`config.mk`:
```
export PLATFORM = sky130hd
export DESIGN_NAME = gemm_stream_engine
export DESIGN_NICKNAME = d
export VERILOG_FILES = /design/src/rtl/gemm_stream_engine.sv
export SDC_FILE = /design/constraint.sdc
export NUM_CORES = 2
export LEC_CHECK = 0
export CAP_MARGIN = 15
export CORE_ASPECT_RATIO = 0.5
export CORE_UTILIZATION = 45
export DETAILED_ROUTE_END_ITERATION = 16
export PLACE_DENSITY = 0.67
export SYNTH_ARGS = -nofsm -noshare
export SYNTH_HDL_FRONTEND = slang
export SYNTH_SLANG_ARGS = --single-unit
export TNS_END_PERCENT = 1
```
`constraint.sdc`:
```
create_clock -name iclk -period 41.4 [get_ports iclk]
set_input_delay 10.35 -clock iclk [delete_from_list [all_inputs] [get_ports iclk]]
set_output_delay 10.35 -clock iclk [all_outputs]
set_load 0.02 [all_outputs]
```
`src/rtl/gemm_stream_engine.sv`:
```
`default_nettype none
// ============================================================================
// Module   : gemm_stream_engine
// Purpose  : Sequential signed GEMM, R = alpha*(A x B) + beta*C, one MAC per
//            clock. A is MxK, B is KxN, C and R are MxN. Results stream out
//            row-major over a valid/ready port, followed by a one-cycle done.
// Ports    : iclk/irst_n        clock, asynchronous active-low reset
//            istart             start request, sampled in IDLE only
//            ialpha/ibeta       scale factors, latched on accepted start
//            ia/ib/ic_matrix    operand matrices, latched on accepted start
//            oresult/orow/ocol  current result element and its coordinates
//            ovalid/iready      result handshake
//            obusy              high while computing or streaming
//            odone              one-cycle pulse after the last transfer
//            osat               sticky clamp flag (GEMM_SATURATE_EN only)
// Macro    : GEMM_SATURATE_EN   clamp results instead of wrapping, add osat
// Revision : 1.0  initial release
// ============================================================================
module gemm_stream_engine #(
  parameter int DATA_WIDTH = 16,
  parameter int M          = 4,
  parameter int N          = 4,
  parameter int K          = 4
) (
  input  logic                                 iclk,
  input  logic                                 irst_n,
  input  logic                                 istart,
  input  logic signed [DATA_WIDTH-1:0]         ialpha,
  input  logic signed [DATA_WIDTH-1:0]         ibeta,
  input  logic signed [DATA_WIDTH-1:0]         ia_matrix [0:M-1][0:K-1],
  input  logic signed [DATA_WIDTH-1:0]         ib_matrix [0:K-1][0:N-1],
  input  logic signed [DATA_WIDTH-1:0]         ic_matrix [0:M-1][0:N-1],
  output logic signed [DATA_WIDTH-1:0]         oresult,
  output logic [((M > 1) ? $clog2(M) : 1)-1:0] orow,
  output logic [((N > 1) ? $clog2(N) : 1)-1:0] ocol,
  output logic                                 ovalid,
  input  logic                                 iready,
  output logic                                 obusy,
  output logic                                 odone
`ifdef GEMM_SATURATE_EN
  ,
  output logic                                 osat
`endif
);

  localparam int RW    = (M > 1) ? $clog2(M) : 1;
  localparam int CW    = (N > 1) ? $clog2(N) : 1;
  localparam int KW    = (K > 1) ? $clog2(K) : 1;
  // K products of 2*DATA_WIDTH bits plus a sign guard bit never overflow.
  localparam int ACC_W = 2*DATA_WIDTH + $clog2(K) + 1;
  // alpha*dot + beta*c at full precision.
  localparam int FW    = DATA_WIDTH + ACC_W + 1;

  localparam logic [RW-1:0] M_LAST = RW'(M-1);
  localparam logic [CW-1:0] N_LAST = CW'(N-1);
  localparam logic [KW-1:0] K_LAST = KW'(K-1);

  typedef enum logic [1:0] {
    S_IDLE    = 2'd0,
    S_COMPUTE = 2'd1,
    S_OUTPUT  = 2'd2,
    S_DONE    = 2'd3
  } state_t;

  state_t                       state_q, state_d;
  logic signed [DATA_WIDTH-1:0] alpha_q, alpha_d;
  logic signed [DATA_WIDTH-1:0] beta_q,  beta_d;
  logic signed [DATA_WIDTH-1:0] a_q [0:M-1][0:K-1];
  logic signed [DATA_WIDTH-1:0] a_d [0:M-1][0:K-1];
  logic signed [DATA_WIDTH-1:0] b_q [0:K-1][0:N-1];
  logic signed [DATA_WIDTH-1:0] b_d [0:K-1][0:N-1];
  logic signed [DATA_WIDTH-1:0] c_q [0:M-1][0:N-1];
  logic signed [DATA_WIDTH-1:0] c_d [0:M-1][0:N-1];
  logic signed [DATA_WIDTH-1:0] r_q [0:M-1][0:N-1];
  logic signed [DATA_WIDTH-1:0] r_d [0:M-1][0:N-1];
  logic [RW-1:0]                i_q, i_d, orow_q, orow_d;
  logic [CW-1:0]                j_q, j_d, ocol_q, ocol_d;
  logic [KW-1:0]                k_q, k_d;
  logic signed [ACC_W-1:0]      acc_q, acc_d;

  logic signed [2*DATA_WIDTH-1:0] prod;
  logic signed [ACC_W-1:0]        dot;
  logic signed [DATA_WIDTH-1:0]   fin_val;

`ifdef GEMM_SATURATE_EN
  localparam logic signed [FW-1:0] SAT_MAX = {{(FW-DATA_WIDTH+1){1'b0}}, {(DATA_WIDTH-1){1'b1}}};
  localparam logic signed [FW-1:0] SAT_MIN = ~SAT_MAX;
  logic signed [FW-1:0] full;
  logic                 fin_clamp;
  logic                 sat_q, sat_d;
`endif

  // Datapath: one MAC this cycle; dot already includes it so the final
  // element can be formed in the same cycle as the last product.
  always_comb begin
    prod = (2*DATA_WIDTH)'(a_q[i_q][k_q]) * (2*DATA_WIDTH)'(b_q[k_q][j_q]);
    dot  = acc_q + ACC_W'(prod);
`ifdef GEMM_SATURATE_EN
    full      = FW'(alpha_q) * FW'(dot) + FW'(beta_q) * FW'(c_q[i_q][j_q]);
    fin_clamp = (full > SAT_MAX) || (full < SAT_MIN);
    if (full > SAT_MAX)      fin_val = SAT_MAX[DATA_WIDTH-1:0];
    else if (full < SAT_MIN) fin_val = SAT_MIN[DATA_WIDTH-1:0];
    else                     fin_val = full[DATA_WIDTH-1:0];
`else
    fin_val = DATA_WIDTH'(FW'(alpha_q) * FW'(dot) + FW'(beta_q) * FW'(c_q[i_q][j_q]));
`endif
  end

  always_comb begin
    state_d = state_q;
    alpha_d = alpha_q;
    beta_d  = beta_q;
    a_d     = a_q;
    b_d     = b_q;
    c_d     = c_q;
    r_d     = r_q;
    i_d     = i_q;
    j_d     = j_q;
    k_d     = k_q;
    acc_d   = acc_q;
    orow_d  = orow_q;
    ocol_d  = ocol_q;
`ifdef GEMM_SATURATE_EN
    sat_d   = sat_q;
`endif
    case (state_q)
      S_IDLE: begin
        if (istart) begin
          state_d = S_COMPUTE;
          alpha_d = ialpha;
          beta_d  = ibeta;
          a_d     = ia_matrix;
          b_d     = ib_matrix;
          c_d     = ic_matrix;
          i_d     = '0;
          j_d     = '0;
          k_d     = '0;
          acc_d   = '0;
`ifdef GEMM_SATURATE_EN
          sat_d   = 1'b0;
`endif
        end
      end
      S_COMPUTE: begin
        if (k_q == K_LAST) begin
          r_d[i_q][j_q] = fin_val;
          acc_d         = '0;
          k_d           = '0;
`ifdef GEMM_SATURATE_EN
          sat_d         = sat_q | fin_clamp;
`endif
          if (j_q == N_LAST) begin
            j_d = '0;
            if (i_q == M_LAST) begin
              i_d     = '0;
              orow_d  = '0;
              ocol_d  = '0;
              state_d = S_OUTPUT;
            end else begin
              i_d = i_q + 1'b1;
            end
          end else begin
            j_d = j_q + 1'b1;
          end
        end else begin
          acc_d = dot;
          k_d   = k_q + 1'b1;
        end
      end
      S_OUTPUT: begin
        // Coordinates only move on a transfer, so a stalled sink sees a
        // stable element.
        if (iready) begin
          if (ocol_q == N_LAST) begin
            ocol_d = '0;
            if (orow_q == M_LAST) begin
              orow_d  = '0;
              state_d = S_DONE;
            end else begin
              orow_d = orow_q + 1'b1;
            end
          end else begin
            ocol_d = ocol_q + 1'b1;
          end
        end
      end
      S_DONE: state_d = S_IDLE;
      default: state_d = S_IDLE;
    endcase
  end

  always_ff @(posedge iclk or negedge irst_n) begin
    if (!irst_n) begin
      state_q <= S_IDLE;
      alpha_q <= '0;
      beta_q  <= '0;
      a_q     <= '{default: '0};
      b_q     <= '{default: '0};
      c_q     <= '{default: '0};
      r_q     <= '{default: '0};
      i_q     <= '0;
      j_q     <= '0;
      k_q     <= '0;
      acc_q   <= '0;
      orow_q  <= '0;
      ocol_q  <= '0;
`ifdef GEMM_SATURATE_EN
      sat_q   <= 1'b0;
`endif
    end else begin
      state_q <= state_d;
      alpha_q <= alpha_d;
      beta_q  <= beta_d;
      a_q     <= a_d;
      b_q     <= b_d;
      c_q     <= c_d;
      r_q     <= r_d;
      i_q     <= i_d;
      j_q     <= j_d;
      k_q     <= k_d;
      acc_q   <= acc_d;
      orow_q  <= orow_d;
      ocol_q  <= ocol_d;
`ifdef GEMM_SATURATE_EN
      sat_q   <= sat_d;
`endif
    end
  end

  assign ovalid  = (state_q == S_OUTPUT);
  assign obusy   = (state_q == S_COMPUTE) || (state_q == S_OUTPUT);
  assign odone   = (state_q == S_DONE);
  assign orow    = orow_q;
  assign ocol    = ocol_q;
  assign oresult = (state_q == S_OUTPUT) ? r_q[orow_q][ocol_q] : '0;
`ifdef GEMM_SATURATE_EN
  assign osat    = sat_q;
`endif

endmodule
`default_nettype wire

```
==> run metrics <==
area delta synth->final=21.3%; worst skew pair latency=between 700 and 800 ps; Avg Inst Size Synth=9.71 um^2; crit-path max cell delay=730 ps; Setup WS pre-CTS=roughly 26000 ps; clk slew on worst S/H paths=70 ps; commonest non-fill, non-tap cell in the layout=nand2_1; largest family of logic cells by synthesized area=simple AND/OR/NAND/NOR gates; Final Critical Period=14860 ps; register area share after synthesis=44.2%; ANT nets after route=0; htree depth=3; Min Hold Slack=471 ps; Period Utilization, post-route=35.9%; flops & latches, synth=1084; initial core utilization=45.6%; simple-gate portion of the synthesized area=20.0%; RSZ-0062 raised after global routing=false; number of core rows=95; Final Cell Area=74500 um^2; post-synth cell types=61; number of antenna violations at the first check in global routing=56; post-CTS setup buffer count=0; Post-Synth Adder-Cell Area=12.9%; crit-path max FO=37; Max-slew headroom=17.2%; Final Slew Violations=0; Final TNS setup=0 ps; PortBufs=about 830; proportion of layout cells with a drive suffix above 1=9.39%; Achievable Freq=0.0673 GHz; total grt overflow=0; post-synthesis xor/xnor area fraction=1.73%; CTS resizes=0; worst setup slack after layout=26540 ps; Die W=around 520 um; GRT Util Overall=29.6%; Post-synth EDFFs=0; Synth Warn #=0; number of global-route vias before repair=~47000; via count=47300; HP Class=flop to flop; Main synth FF type=dfrtp_1; first-pass GRT wire length=304000 um; most frequent cells in the layout=2802 x nand2_1, 1076 x dfrtp_1, 825 x clkdlybuf4s50_1; die area=138000 um^2; post-synthesis mux area share=12.4%; Die Ht=~260 um; Iter 0 DRT Violations=4894; Nets=8244; Crit Path Category=flop to flop; gpl congestion=around 0.9; Post-CTS Hold Buffers=0; Placed Area=around 70000 um^2; total core area=135000 um^2; drt via density=5.32; Worst setup SP type=flop; wire per inst=22.8 um; Syn Inst Count=between 6000 and 7000; Worst Path Required=41970 ps; clk sink count=1084; Compound-Gate Fraction of Synth Area=3.45%; Post-synth ARST share=100%; CP dominant cell by count=fa_1; TritonCTS clock tree=done; DRC viols=0; # IOs=827; slowest cell on the critical path=dfrtp_4; worst slew pin tran=between 1000 and 1500 ps; clock buffer depth=3; Cell Area, Synth=61400 um^2; Filler cells=12000; DRT Wirelength=203000 um; TritonCTS Buffers=97; Syn Nets=7596; root buffer cell=clkbuf_16; Critical Path End Type=flop; status=completed; detailed placer's ending HPWL=about 150000 um; 1st-pass router iterations=5; pin count of the biggest net entering global routing=231; Arr. time, crit path=between 15000 and 20000 ps; max cap viols=0; Final Hold Viols=0; Clock Skew=62.5 ps; Final Setup Violations=0
-- path summary, 6_finish.rpt --
kind | startpoint | endpoint | slack [ps] | depth (start not counted)
max | k_q[0]$_DFFE_PN0P_ | r_q[15]$_DFFE_PN0P_ | 26540 | 44
min | b_q[122]$_DFFE_PN0P_ | b_q[122]$_DFFE_PN0P_ | 470 | 2
max reg2reg | k_q[0]$_DFFE_PN0P_ | r_q[15]$_DFFE_PN0P_ | 26540 | 44
min reg2reg | b_q[122]$_DFFE_PN0P_ | b_q[122]$_DFFE_PN0P_ | 470 | 2
max in group asynchronous | irst_n | r_q[140]$_DFFE_PN0P_ | 28520 | 4
min in group asynchronous | irst_n | b_q[59]$_DFFE_PN0P_ | 9710 | 1
-- logic make-up after synthesis --
logic type / count (synthesis)
buffers and inverters: 809
and+or+nand+nor: 3110
muxes: 399
xor gates and xnor gates: 110
AOI/OAI and AO/OA: 340
adders and majority gates: 470
DFF: 1084
-- through the flow --
step           instances  utilization (%)
2_1_floorplan       6322                -
3_3_place_gp        8662             52.7
3_5_place_dp        8662             52.7
4_1_cts             8839             55.1
5_1_grt             8884             55.3
6_report            8886             55.3
-- cell type report --
class	count	area, um^2	area share (%)
inverter	443	1660	2.23
clock inverter	39	434	0.583
clock buffer	138	2820	3.79
multi-input combinational	4429	31100	41.7
sequential	1084	27200	36.5
antenna	44	110	0.148
tap	1794	2240	3.01
timing repair buffer	915	9000	12.1
-- worst max-delay path, delay by kind of cell, from the launching register on --
family / cells / cell delay [ps]
DFF: 1 / 730
adders and majority gates: 15 / 7000
xor gates and xnor gates: 11 / 2570
and+or+nand+nor: 4 / 940
buffers and inverters: 10 / 1750
muxes: 1 / 590
AOI/OAI and AO/OA: 3 / 1080
-- sequential cells by signal, indices dropped and copies added, names as in the netlist --
name and count:
a_q 256, b_q 256, c_q 256, r_q 256
acc_q 16, alpha_q 16, beta_q 16, i_q 2
j_q 2, k_q 2, ocol 2, orow 2
state_q 2
-- metal layers --
layer / part of all wire [%] / track usage [%] / vias to the layer above / wire length (um)
met5: 0.044 / 0 / - / 90
met4: 3.8 / 12.0 / 14 / 7780
met3: 7.2 / 5.48 / 346 / 14600
met2: 47 / 46.5 / 1644 / 95400
met1: 42 / 40.7 / 23900 / 84700
li1: - / - / 21400 / -
-- synthesized netlist by cell type, types with 3 or more instances --
cell type     n  area [um^2]
a211o_1      16          140
a21o_1        6         45.0
a21oi_1      32          160
a22o_1       18          158
a22oi_1      25          188
and2_1      150          938
and3_1        5         31.3
buf_1        18         67.6
buf_2        27          135
buf_4        10         75.1
buf_6        15          169
clkbuf_1    294         1100
dfrtp_1    1084        27100
fa_1        275         5510
ha_1        195         2440
inv_1       440         1650
mux2_2       82          923
mux2i_1      35          350
mux4_2      281         6330
nand2_1    2803        10500
nand2b_1     25          156
nand3_1      19         95.1
nor2_1       47          176
nor2b_1      24          150
nor3_1       11         55.1
o211ai_1     17          128
o21a_1        3         22.5
o21ai_0     176          881
o21ai_2      10         87.6
o21bai_1      7         52.6
o22ai_1      12         75.1
or2_2        20          125
xnor2_1      79          692
xnor3_1       5          113
xor2_1       24          210
Power is left out: the tool's default activity adds up to more than one toggle a clock period on the data nets, which glitch-free logic cannot reach.
